[src/rtl/fft_pkg.sv]
// Shared constants and FSM encoding for the radix-2 DIT FFT address sequencer.
package fft_pkg;

  localparam int N_LOG2_DEF = 3;
  localparam int N_DEF      = 1 << N_LOG2_DEF;
  localparam int N_HALF_DEF = N_DEF / 2;
  localparam int ADDR_W_DEF = N_LOG2_DEF;
  localparam int TW_W_DEF   = N_LOG2_DEF - 1;
  localparam int STG_W_DEF  = 4;

  typedef enum logic [1:0] {
    IDLE = 2'd0,
    RUN  = 2'd1,
    DONE = 2'd2
  } state_t;

endpackage

[src/rtl/wrap_cnt.sv]
// Wrap-around counter: advances on i_en, returns to 0 after MAX; o_term flags MAX combinationally.
// o_nxt exposes the value the counter will hold after this edge so callers can register derived data.
module wrap_cnt #(
  parameter int W   = 4,
  parameter int MAX = 15
) (
  input  logic         clk,
  input  logic         rst_n,
  input  logic         i_clr,
  input  logic         i_en,
  output logic [W-1:0] o_nxt,
  output logic         o_term
);

  logic [W-1:0] cnt_q, cnt_d;

  assign o_term = (cnt_q == W'(MAX));
  assign o_nxt  = cnt_d;

  always_comb begin
    cnt_d = cnt_q;
    if (i_clr) begin
      cnt_d = '0;
    end else if (i_en) begin
      cnt_d = o_term ? '0 : cnt_q + W'(1);
    end
  end

  always_ff @(posedge clk or negedge rst_n) begin
    if (!rst_n) begin
      cnt_q <= '0;
    end else begin
      cnt_q <= cnt_d;
    end
  end

endmodule

[src/rtl/fft_bfly_addr_gen.sv]
// In-place radix-2 DIT FFT address sequencer: one (A, B, twiddle, stage) beat per transfer, first beat 1 cycle after start.
// Beat outputs are registered and hold while o_valid && !i_ready; counters only advance on a transfer.
module fft_bfly_addr_gen
  import fft_pkg::*;
#(
  parameter int N_LOG2 = N_LOG2_DEF,
  parameter int ADDR_W = N_LOG2,
  parameter int TW_W   = N_LOG2 - 1,
  parameter int STG_W  = STG_W_DEF
) (
  input  logic              clk,
  input  logic              rst_n,
  input  logic              i_start,
  input  logic              i_ready,
  output logic              o_valid,
  output logic [ADDR_W-1:0] o_addr_a,
  output logic [ADDR_W-1:0] o_addr_b,
  output logic [TW_W-1:0]   o_twiddle,
  output logic [STG_W-1:0]  o_stage,
  output logic              o_stage_last,
  output logic              o_busy,
  output logic              o_done
);

  localparam int N_HALF = 1 << (N_LOG2 - 1);

  state_t state_q, state_d;
  logic   clr;
  logic   xfer;

  logic [TW_W-1:0]  j_d;
  logic             j_term;
  logic [STG_W-1:0] s_d;
  logic             s_term;

  logic [ADDR_W-1:0] addr_a_q, addr_a_d;
  logic [ADDR_W-1:0] addr_b_q, addr_b_d;
  logic [TW_W-1:0]   twiddle_q, twiddle_d;
  logic [STG_W-1:0]  stage_q, stage_d;
  logic              stage_last_q, stage_last_d;

  logic [ADDR_W-1:0] j_ext, half, pos, grp, addr_a;
  logic [STG_W-1:0]  tw_sh;

  // o_valid is exactly "in RUN", so a transfer needs only the state and i_ready.
  assign xfer = (state_q == RUN) && i_ready;

  always_comb begin
    state_d = state_q;
    clr     = 1'b0;
    case (state_q)
      IDLE: begin
        if (i_start) begin
          state_d = RUN;
          clr     = 1'b1;
        end
      end
      RUN: begin
        if (xfer && j_term && s_term) begin
          state_d = DONE;
        end
      end
      DONE:    state_d = IDLE;
      default: state_d = IDLE;
    endcase
  end

  wrap_cnt #(
    .W   (TW_W),
    .MAX (N_HALF - 1)
  ) u_bfly_cnt (
    .clk    (clk),
    .rst_n  (rst_n),
    .i_clr  (clr),
    .i_en   (xfer),
    .o_nxt  (j_d),
    .o_term (j_term)
  );

  wrap_cnt #(
    .W   (STG_W),
    .MAX (N_LOG2 - 1)
  ) u_stage_cnt (
    .clk    (clk),
    .rst_n  (rst_n),
    .i_clr  (clr),
    .i_en   (xfer && j_term),
    .o_nxt  (s_d),
    .o_term (s_term)
  );

  // Beat fields are computed from the counters' next values so they register alongside them.
  always_comb begin
    j_ext    = ADDR_W'(j_d);
    half     = ADDR_W'(1) << s_d;
    pos      = j_ext & (half - ADDR_W'(1));
    grp      = j_ext >> s_d;
    addr_a   = ((grp << s_d) << 1) | pos;
    tw_sh    = STG_W'(N_LOG2 - 1) - s_d;

    addr_a_d     = '0;
    addr_b_d     = '0;
    twiddle_d    = '0;
    stage_d      = '0;
    stage_last_d = 1'b0;
    if (state_d == RUN) begin
      addr_a_d     = addr_a;
      addr_b_d     = addr_a + half;
      twiddle_d    = TW_W'(pos << tw_sh);
      stage_d      = s_d;
      stage_last_d = (j_d == TW_W'(N_HALF - 1));
    end
  end

  always_ff @(posedge clk or negedge rst_n) begin
    if (!rst_n) begin
      state_q      <= IDLE;
      addr_a_q     <= '0;
      addr_b_q     <= '0;
      twiddle_q    <= '0;
      stage_q      <= '0;
      stage_last_q <= 1'b0;
    end else begin
      state_q      <= state_d;
      addr_a_q     <= addr_a_d;
      addr_b_q     <= addr_b_d;
      twiddle_q    <= twiddle_d;
      stage_q      <= stage_d;
      stage_last_q <= stage_last_d;
    end
  end

  assign o_valid      = (state_q == RUN);
  assign o_busy       = (state_q == RUN);
  assign o_done       = (state_q == DONE);
  assign o_addr_a     = addr_a_q;
  assign o_addr_b     = addr_b_q;
  assign o_twiddle    = twiddle_q;
  assign o_stage      = stage_q;
  assign o_stage_last = stage_last_q;

endmodule

[config.mk]
export PLATFORM = sky130hd
export DESIGN_NAME = fft_bfly_addr_gen
export DESIGN_NICKNAME = d
export VERILOG_FILES = /design/src/rtl/fft_pkg.sv /design/src/rtl/wrap_cnt.sv /design/src/rtl/fft_bfly_addr_gen.sv
export SDC_FILE = /design/constraint.sdc
export NUM_CORES = 1
export LEC_CHECK = 0
export CORE_UTILIZATION = 25
export DETAILED_ROUTE_END_ITERATION = 16
export PLACE_DENSITY_LB_ADDON = 0.2
export RECOVER_POWER = 100
export SLEW_MARGIN = 40
export SYNTH_ARGS = -nofsm -noshare
export SYNTH_HDL_FRONTEND = slang
export SYNTH_SLANG_ARGS = --single-unit
[constraint.sdc]
create_clock -name clk -period 2.4 [get_ports clk]
set_input_delay 0.48 -clock clk [delete_from_list [all_inputs] [get_ports clk]]
set_output_delay 0.48 -clock clk [all_outputs]
set_load 0.02 [all_outputs]
# --- After elaboration in Yosys (flattened, before gate mapping) ---
# Index checks and enable logic that the tools add are counted.
classes:
  n_eq_ne: 6
  muxes: 16
  bitwise: 2
  reduce_logical: 4
  n_shift: 4
  add_sub_neg: 5
ops:
  columns: ["operator", "n"]
  rows:
  - ["$mux W4", 4]
  - ["$mux W2", 6]
  - ["$shl A3 B4 Y2", 2]
  - ["$eq A2 B2 Y1 const B", 3]
  - ["$mux W3", 2]
  - ["$add A4 B1 Y4 const B", 1]
  - ["$eq A2 B1 Y1 const B", 2]
  - ["$eq A4 B2 Y1 const B", 1]
  - ["$pmux W2 S2", 1]
  - ["$shl A1 B4 Y3 const A", 1]
  - ["$shr A2 B4 Y3", 1]
  - ["$sub A2 B4 Y4 const A", 1]
  - ["$add A3 B3 Y3", 1]
  - ["$and A2 B3 Y3", 1]
  - ["$logic_and A1 B1 Y1", 3]
  - ["$mux W1", 3]
  - ["$or A3 B3 Y3", 1]
  - ["$sub A3 B1 Y3 const B", 1]
  - ["$add A2 B1 Y2 const B", 1]
  - ["$logic_not A2 Y1", 1]
totals:
  output_inout_bits: 16
  word_cells: 45
  reg_bits: 21
  inputBits: 4

# --- Depth between registers and ports, before layout ---
# Gate-level depths: netlist (run 1).
depth:
  word_depth: 11
  depth_mapped: 13
  mapped_depth_nobuf: 11

# --- By module ---
# A second synthesis (run 1) with hierarchy kept.
unflattened:
  hier_cells: 88
  hier_area_um2: 1017.2
by_module_without_submodules:
  columns: ["module", "instances", "seq_area_each_um2", "area_each_um2", "cells_each"]
  rows:
  - ["fft_bfly_addr_gen", 1, 375.4, 699.4, 60]
  - ["wrap_cnt at u_stage_cnt", 1, 100.1, 221.5, 20]
  - ["wrap_cnt at u_bfly_cnt", 1, 50.0, 96.3, 8]

# --- Least setup slack after synthesis (run 1) ---
# OpenSTA, ideal clock, no wires.
synth_timing:
  kind: "register to register"
  startpoint: "register u_bfly_cnt.cnt_q[0]"
  endpoint: "register addr_b_q[2], in the netlist o_addr_b[2]"
  path_slack_ns: -0.107
  n_path_buf: 2
  synth_period_minus_slack_ns: 2.507
  arrival_time_ns: 2.381
  required_time_ns: 2.274
  setup_ns: 0.126
  path_stages_with_launch: 14
  cell_sequence: "dfrtp_1 > ha_1 > and4b_1 > buf_6 > xnor2_1 > or3_1 > buf_6 > inv_6 > nor2_2 > a21o_1 > fa_1 > inv_1 > nand3_1 > nor3b_1"
synth_via:
  elab_chain_cells: 10
  word_cells_on_any_way: 20
  classes_between: "add/sub (3); eq/ne (2); shift (3); mux (8); bitwise (2); reduce/logical (2)"
synth_rtl:
  columns: ["item", "line_no", "rtl"]
  rows:
  - ["start: declaration", "wrap_cnt.sv:15", "logic [W-1:0] cnt_q, cnt_d;"]
  - ["start signal: assignment", "wrap_cnt.sv:33", "cnt_q <= cnt_d;"]
  - ["$eq A2 B2 Y1 *", "wrap_cnt.sv:17", "assign o_term = (cnt_q == W'(MAX));"]
  - ["$logic_and A1 B1 Y1 *", "fft_bfly_addr_gen.sv:87", ".i_en (xfer && j_term),"]
  - ["$mux W4 *", "wrap_cnt.sv:24", "end else if (i_en) begin"]
  - ["$mux W4 *", "wrap_cnt.sv:22", "if (i_clr) begin"]
  - ["named net s_d[0]", "fft_bfly_addr_gen.sv:33", "logic [STG_W-1:0] s_d;"]
  - ["$shl A1 B4 Y3", "fft_bfly_addr_gen.sv:95", "half = ADDR_W'(1) << s_d;"]
  - ["$sub A3 B1 Y3", "fft_bfly_addr_gen.sv:96", "pos = j_ext & (half - ADDR_W'(1));"]
  - ["$and A2 B3 Y3", "fft_bfly_addr_gen.sv:96", null]
  - ["$or A3 B3 Y3", "fft_bfly_addr_gen.sv:98", "addr_a = ((grp << s_d) << 1) | pos;"]
  - ["$add A3 B3 Y3 *", "fft_bfly_addr_gen.sv:108", "addr_b_d = addr_a + half;"]
  - ["$mux W3 *", "fft_bfly_addr_gen.sv:106", "if (state_d == RUN) begin"]
  - ["named net addr_b_d[2]", "fft_bfly_addr_gen.sv:37", "logic [ADDR_W-1:0] addr_b_q, addr_b_d;"]
  - ["end signal: assignment", "fft_bfly_addr_gen.sv:126", "addr_b_q <= addr_b_d;"]
  - ["end: declaration", "fft_bfly_addr_gen.sv:37", null]
# The timed path passes the listed nets; every way through them passes the cells marked *.

# --- Final worst setup path (run 1) ---
layout_timing:
  startpoint: "register u_bfly_cnt.cnt_q[1]"
  endpoint: "register addr_b_q[1], in the netlist o_addr_b[1]"
# Same word-level chain as after synthesis.

==> impl_metrics.ini, run 1 <==
[run_status]
outcome = finished, final reports clean

[clock_tree]
clock-root-buffer = clkbuf_8
cts_buffer_depth = 2
clk_latency_ps = 260
numCtsBuffers = 3
tritoncts = done
hold_buffers = 0
path_clk_slew_ps = 80
cts.sinks = 21
htreeDepth = 1

[power_and_ir_drop]
switching_share_pct = 39.0
power_density_nw_per_um2 = 1330
clkPwrFrac_pct = 11.0
p_total_w = 0.00216
ir_drop_mv = 0.522
combPwrFrac_pct = 63.6
p_sw_w = 0.000841
internal_power_w = 0.00132
total_leakage_power_nw = 0.783
seqPwrFrac_pct = 25.5

[timing]
fmax_ghz = 0.430
finalSetupViolations = 0
hold_viol_final = 0
finClkSkew_ps = 8.95
relSlewSlack_pct = 23.1
period_share_pct = 97.0
grt_setup_unrepaired = true
drv_slew = 0
tightest_slew_ps = 1150
finalCriticalPeriod_ps = 2330

[flow_run]
max_cap_violations = 0

[layout]
multiInputGateArea_um2 = 562
fill_cells = 433
nets = 166
seq_area_um2 = 526
drive_above_1_share_pct = 28.5
diodes = 0
synthToLayoutAreaGrowth_pct = 44.9
fin_util_pct = 39.2

[worst_setup_path]
critical_path_required_ps = 2600
cp_num_buf_inv = 1
r2r-end = o_addr_b[1]
critPathKind = reg -> reg
cp.depth = 9
r2r_slack_ps = 70
r2r_cells = 9
cp_cell_sequence = ha_4 -> and4b_2 -> xnor2_1 -> or3_4 -> clkinv_4 -> nor2_2 -> a21o_1 -> fa_2 -> and2_4
max_stage_delay_ps = 520
cp.arrival_ps = 2530
cp-start-kind = flip-flop
r2r-start = u_bfly_cnt.cnt_q[1]
cp_slowest_cell = fa_2
end_kind = flip-flop
cp_max_fo = 3
crit_family = simple AND/OR/NAND/NOR gates

[synthesis]
postSynthCellCount = 110
synthAdderAreaFrac_pct = 4.02
synthXorXnorAreaFrac_pct = 2.35
synth_top_family_by_area = simple AND/OR/NAND/NOR gates
syn_avg_cell_area_um2 = 10.2
synth-async-reset-ratio_pct = 100
synth_compound_area_share_pct = 12.1
ys_seq_area_share_pct = 46.9
yosys_warnings = 0
synth-seq-cells = 21
ys_types = 42
synthSimpleGateAreaFrac_pct = 27.5
synth_edf_count = 0
synth_area_um2 = 1120
synth.area.mux_share_pct = 0.894
syn-num-nets = 117
ys.flop_type = dfrtp_1

[floorplan]
row_count = 23
dieHeight_um = 68.9
core_area_um2 = 4140
die-area_um2 = 4750
start_util_pct = 27.0
io_pins = 20
die_w_um = 68.9

[grt]
grt_max_degree = 22
grt_overflow = 0
grt_pass1_vias = 928
grt_pass1_wl_um = 4290
grt_use_total_pct = 12.7
antenna_found_initial = 0

[placed_design]
gp_congestion = 0.824
portBuffers = 19
hpwlAfterDp_um = 1910

[routing]
drc_errors = 0
routedWlPerCell_um = 12.7
dr_total_vias = 978
drt_iter0_markers = 24
wl_um = 2630
dr.pass1.iters = 4
antenna_left = 0
drt-vias-per-instance = 4.70

[hold_path]
hp-class = reg -> reg
whs_endpoint = u_stage_cnt.cnt_q[3]
hold_depth = 2
min_from = u_stage_cnt.cnt_q[3]
==> Yosys cell counts, types with 3 or more instances <==
cell type  instances  area share (%)
a21oi_1            5             2.2
and2_1             4             2.2
dfrtp_1           21              47
inv_1              3             1.0
nand2_1           11             3.7
nor2_1             7             2.3
nor2b_1            3             1.7
nor3_1             5             2.2
nor3b_1            4             2.7
o21ai_0            4             1.8
or3_1              3             1.7
==> cell usage in the layout, fill, tap and decap left out, types with 2 or more instances in the layout <==
| cell | instances |
|---|---|
| nor2b_1 | 3 |
| clkbuf_8 | 3 |
| nand2_1 | 10 |
| nor4b_1 | 2 |
| nor3b_1 | 4 |
| clkbuf_1 | 4 |
| a21oi_1 | 5 |
| dlygate4sd3_1 | 14 |
| nor2_1 | 7 |
| and2_4 | 3 |
| inv_1 | 2 |
| nor2_2 | 2 |
| nor4_1 | 2 |
| dfrtp_1 | 21 |
| or3_1 | 2 |
| nor3_1 | 4 |
| o21ai_0 | 4 |
| buf_4 | 27 |
| xnor2_1 | 2 |
| nand3_1 | 2 |
| clkdlybuf4s50_1 | 4 |
| and2_1 | 2 |
==> kinds of logic (layout without fill, tap and decap cells) <==
group	Yosys count	in the layout
xor+xnor	3	3
mux	1	1
fa+ha+maj	3	3
compound gates	18	18
other cells	1	1
simple gates	53	53
flops	21	21
buf+inv	10	58
==> metal layers <==
metal	vias to the layer above	track usage, %	wire length [um]
met5	-	0	0
met2	17	20.6	1230
met4	0	5.36	36
met3	4	2.96	88
met1	478	16.0	1280
li1	479	-	-
==> metrics by stage <==
stage	hold WS (ps)	instance area (um2)	setup slack, ps	TNS (ps)	instances
after floorplan	184	1120	78.7	0	110
after global placement	685	1500	-354	-1020	196
after detailed placement	715	1500	-392	-1110	196
after CTS	557	1580	71.2	0	203
after global routing	796	1620	-61.0	-79.1	208
final	724	1620	72.5	0	208
==> registers in the layout, indices dropped and copies added, names as in the netlist <==
| name | cells |
|---|---|
| o_twiddle | 2 |
| u_stage_cnt.cnt_q | 4 |
| state_q | 2 |
| o_addr_a | 3 |
| o_stage_last | 1 |
| o_addr_b | 3 |
| o_stage | 4 |
| u_bfly_cnt.cnt_q | 2 |
==> layout make-up <==
class / count / area share [%]
flip-flops and latches: 21 / 32.4
inverters: 4 / 1.23
repair buffers: 50 / 25.1
multi-input cells: 79 / 34.6
well taps: 50 / 3.86
clock inverters: 1 / 0.308
clock buffers: 3 / 2.54
==> tightest hold or removal path, cell delays in order, from the launching register on <==
cell and delay, ps:
dfrtp_1 470, xnor2_1 130, nor2_1 80
==> power groups by stage <==
| stage | clock network, W | logic [W] | registers (W) |
|---|---|---|---|
| 3_5_place_dp | 0 | 0.00127 | 0.000551 |
| 2_1_floorplan | 0 | 0.000661 | 0.000631 |
| 4_1_cts | 0.000246 | 0.00133 | 0.000548 |
| 6_report | 0.000237 | 0.00137 | 0.000550 |
| 3_3_place_gp | 0 | 0.00125 | 0.000551 |
| 5_1_grt | 0.000261 | 0.00150 | 0.000565 |
==> repair_timing <==
action / 4_1_cts / 5_1_grt
hold endpoints to repair: 0 / 0
cloned: 0 / 0
endpoints found under the setup margin: 2 / 2
resized for setup: 5 / 4
pin swaps: 4 / 5
buffers inserted: 3 / 5
==> how the worst max path moves through the flow <==
| stage | end | slack, ps | from |
|---|---|---|---|
| 6_report | o_addr_b[1] | 70 | u_bfly_cnt.cnt_q[1] |
| 4_1_cts | o_addr_b[2] | 70 | u_bfly_cnt.cnt_q[1] |
| 3_5_place_dp | o_addr_b[2] | -390 | i_ready |
| 5_1_grt | o_addr_b[2] | -60 | u_bfly_cnt.cnt_q[0] |
| 3_3_place_gp | o_addr_b[2] | -350 | i_ready |
| 2_1_floorplan | o_addr_b[1] | 80 | u_bfly_cnt.cnt_q[0] |
(Power assumes the default switching activity.)
==> run 2: changes to the inputs <==
- CORE_ASPECT_RATIO: unset -> 0.75
- CTS_BUF_LIST: unset -> sky130_fd_sc_hd__clkbuf_4 sky130_fd_sc_hd__clkbuf_8
==> run 2 against run 1 <==
  * Clock power is 2% lower
  * Highest routed layer unchanged
  * Combinational power is 9% lower
  * Cell count is 0.96% higher
  * Flip-flop and latch count stayed put
  * Count of clock-buffer cells in the layout stayed put
  * Power is 5.5% lower
  * Critical endpoint is now o_addr_b[2]
==> impl_metrics.ini, run 2 (synthesis gave the netlist of run 1 again) <==
[run_status]
outcome = finished, final reports clean

[floorplan]
io_pins = 20
die-area_um2 = 4750
dieHeight_um = 60.0
core_area_um2 = 4180
die_w_um = 79.3
start_util_pct = 26.8
row_count = 20

[power_and_ir_drop]
power_density_nw_per_um2 = 1280
p_sw_w = 0.000821
clkPwrFrac_pct = 11.4
total_leakage_power_nw = 0.757
ir_drop_mv = 0.331
combPwrFrac_pct = 61.2
seqPwrFrac_pct = 27.4
switching_share_pct = 40.2
internal_power_w = 0.00122

[worst_setup_path]
r2r_cells = 12
crit_end = o_addr_b[2]
critPathKind = reg -> reg
r2r_slack_ps = 20
cp_max_fo = 3
end_kind = flip-flop
critical_path_required_ps = 2580
r2r-end = o_addr_b[2]
startpoint = u_bfly_cnt.cnt_q[1]
cp-start-kind = flip-flop
r2r-start = u_bfly_cnt.cnt_q[1]
cp.arrival_ps = 2560

[layout]
synthToLayoutAreaGrowth_pct = 42.0
drive_above_1_share_pct = 23.9
fin_area_um2 = 1590
mostFrequentLayoutCells = dfrtp_1, buf_4, dlygate4sd3_1
diodes = 0
fill_cells = 436
seq_area_um2 = 526
multiInputGateArea_um2 = 549
nets = 163

[timing]
drv_slew = 0
fin_ws_ps = 21.6
period_share_pct = 99.1
finalSetupViolations = 0
finClkSkew_ps = 5.11
hold_viol_final = 0
fmax_ghz = 0.420
hold_ws_ps = 707
grt_setup_unrepaired = true
finalCriticalPeriod_ps = 2380
tightest_slew_ps = 1100
relSlewSlack_pct = 27.0

[clock_tree]
htreeDepth = 1
clock-root-buffer = clkbuf_8
path_clk_slew_ps = 80
cts.sinks = 21
hold_buffers = 0
numCtsBuffers = 3
cts_buffer_depth = 2
tritoncts = done
clk_latency_ps = 260

[grt]
grt_overflow = 0
grt_max_degree = 22
grt_use_total_pct = 12.1
grt_pass1_vias = 903
antenna_found_initial = 0
grt_pass1_wl_um = 4210

[placed_design]
dp_slack_ps = -412
portBuffers = 19
hpwlAfterDp_um = 2040
gp_congestion = 0.760
dpl_cell_area_um2 = 1520

[routing]
wl_um = 2580
drc_errors = 0
dr.pass1.iters = 4
drt-vias-per-instance = 4.51
drt_iter0_markers = 45
dr_total_vias = 947
antenna_left = 0
routedWlPerCell_um = 12.3

[hold_path]
hp-class = reg -> reg

[flow_run]
max_cap_violations = 0
-- run 2: cell types whose count changed in the layout (fill, tap and decap cells not counted), sizes merged --
| cell | before | now |
|---|---|---|
| buf | 27 | 21 |
| clkbuf | 7 | 10 |
-- run 2: worst min-delay path by stage --
stage / from / to / cells after the start
3_5_place_dp: u_stage_cnt.cnt_q[2] / state_q[1] / 2
4_1_cts: rst_n / u_stage_cnt.cnt_q[2] / 2
5_1_grt: u_stage_cnt.cnt_q[2] / state_q[1] / 2
3_3_place_gp: u_stage_cnt.cnt_q[3] / u_stage_cnt.cnt_q[3] / 2
6_report: u_stage_cnt.cnt_q[2] / state_q[1] / 2
2_1_floorplan: rst_n / o_addr_a[0] / 0
-- run 2: critical path: stages, from the launching register on --
cell      delay (ps)
dfrtp_1          410
ha_4             190
nand4b_1         150
nor3_1            90
buf_4            140
a311oi_4         290
buf_4            170
nor2_2            30
a21o_1           180
fa_2             340
inv_2             60
a21oi_1           40
nor3b_1          200
-- run 2: area by class of cell --
cell class,count,share of cell area (%)
multi-input combinational,79,34.5
sequential,21,33.0
timing repair buffer,47,23.9
inverter,4,1.26
clock inverter,1,0.315
clock buffer,3,2.60
tap,55,4.33
-- run 2: stage by stage --
stage | util [%] | instances | total power, W | setup TNS [ps]
after floorplan | - | 110 | 0.00129 | 0
after global placement | 36.3 | 202 | 0.00181 | -1020
after detailed placement | 36.3 | 202 | 0.00185 | -1140
after CTS | 37.9 | 208 | 0.00211 | 0
final | 38.1 | 210 | 0.00204 | 0
after global routing | 38.1 | 210 | 0.00220 | -122
-- run 2: routing by layer --
layer  wire (um)  track usage, %
met4          29            3.90
met5           0               0
met1        1340            16.2
met3         122            3.51
met2        1090            18.8
-- run 2: what timing repair did --
action                                  in CTS  in global routing
setup buffers                                2                  2
pin swaps                                    3                  2
resized for setup                            2                  3
endpoints found under the setup margin       2                  3
-- run 2: power groups by stage --
| stage | clock, W | sequential [W] | combinational, W |
|---|---|---|---|
| finish | 0.000233 | 0.000558 | 0.00125 |
| global route | 0.000256 | 0.000574 | 0.00137 |
| CTS | 0.000246 | 0.000556 | 0.00131 |
| detailed placement | 0 | 0.000562 | 0.00128 |
| global placement | 0 | 0.000561 | 0.00125 |
| floorplan | 0 | 0.000631 | 0.000661 |
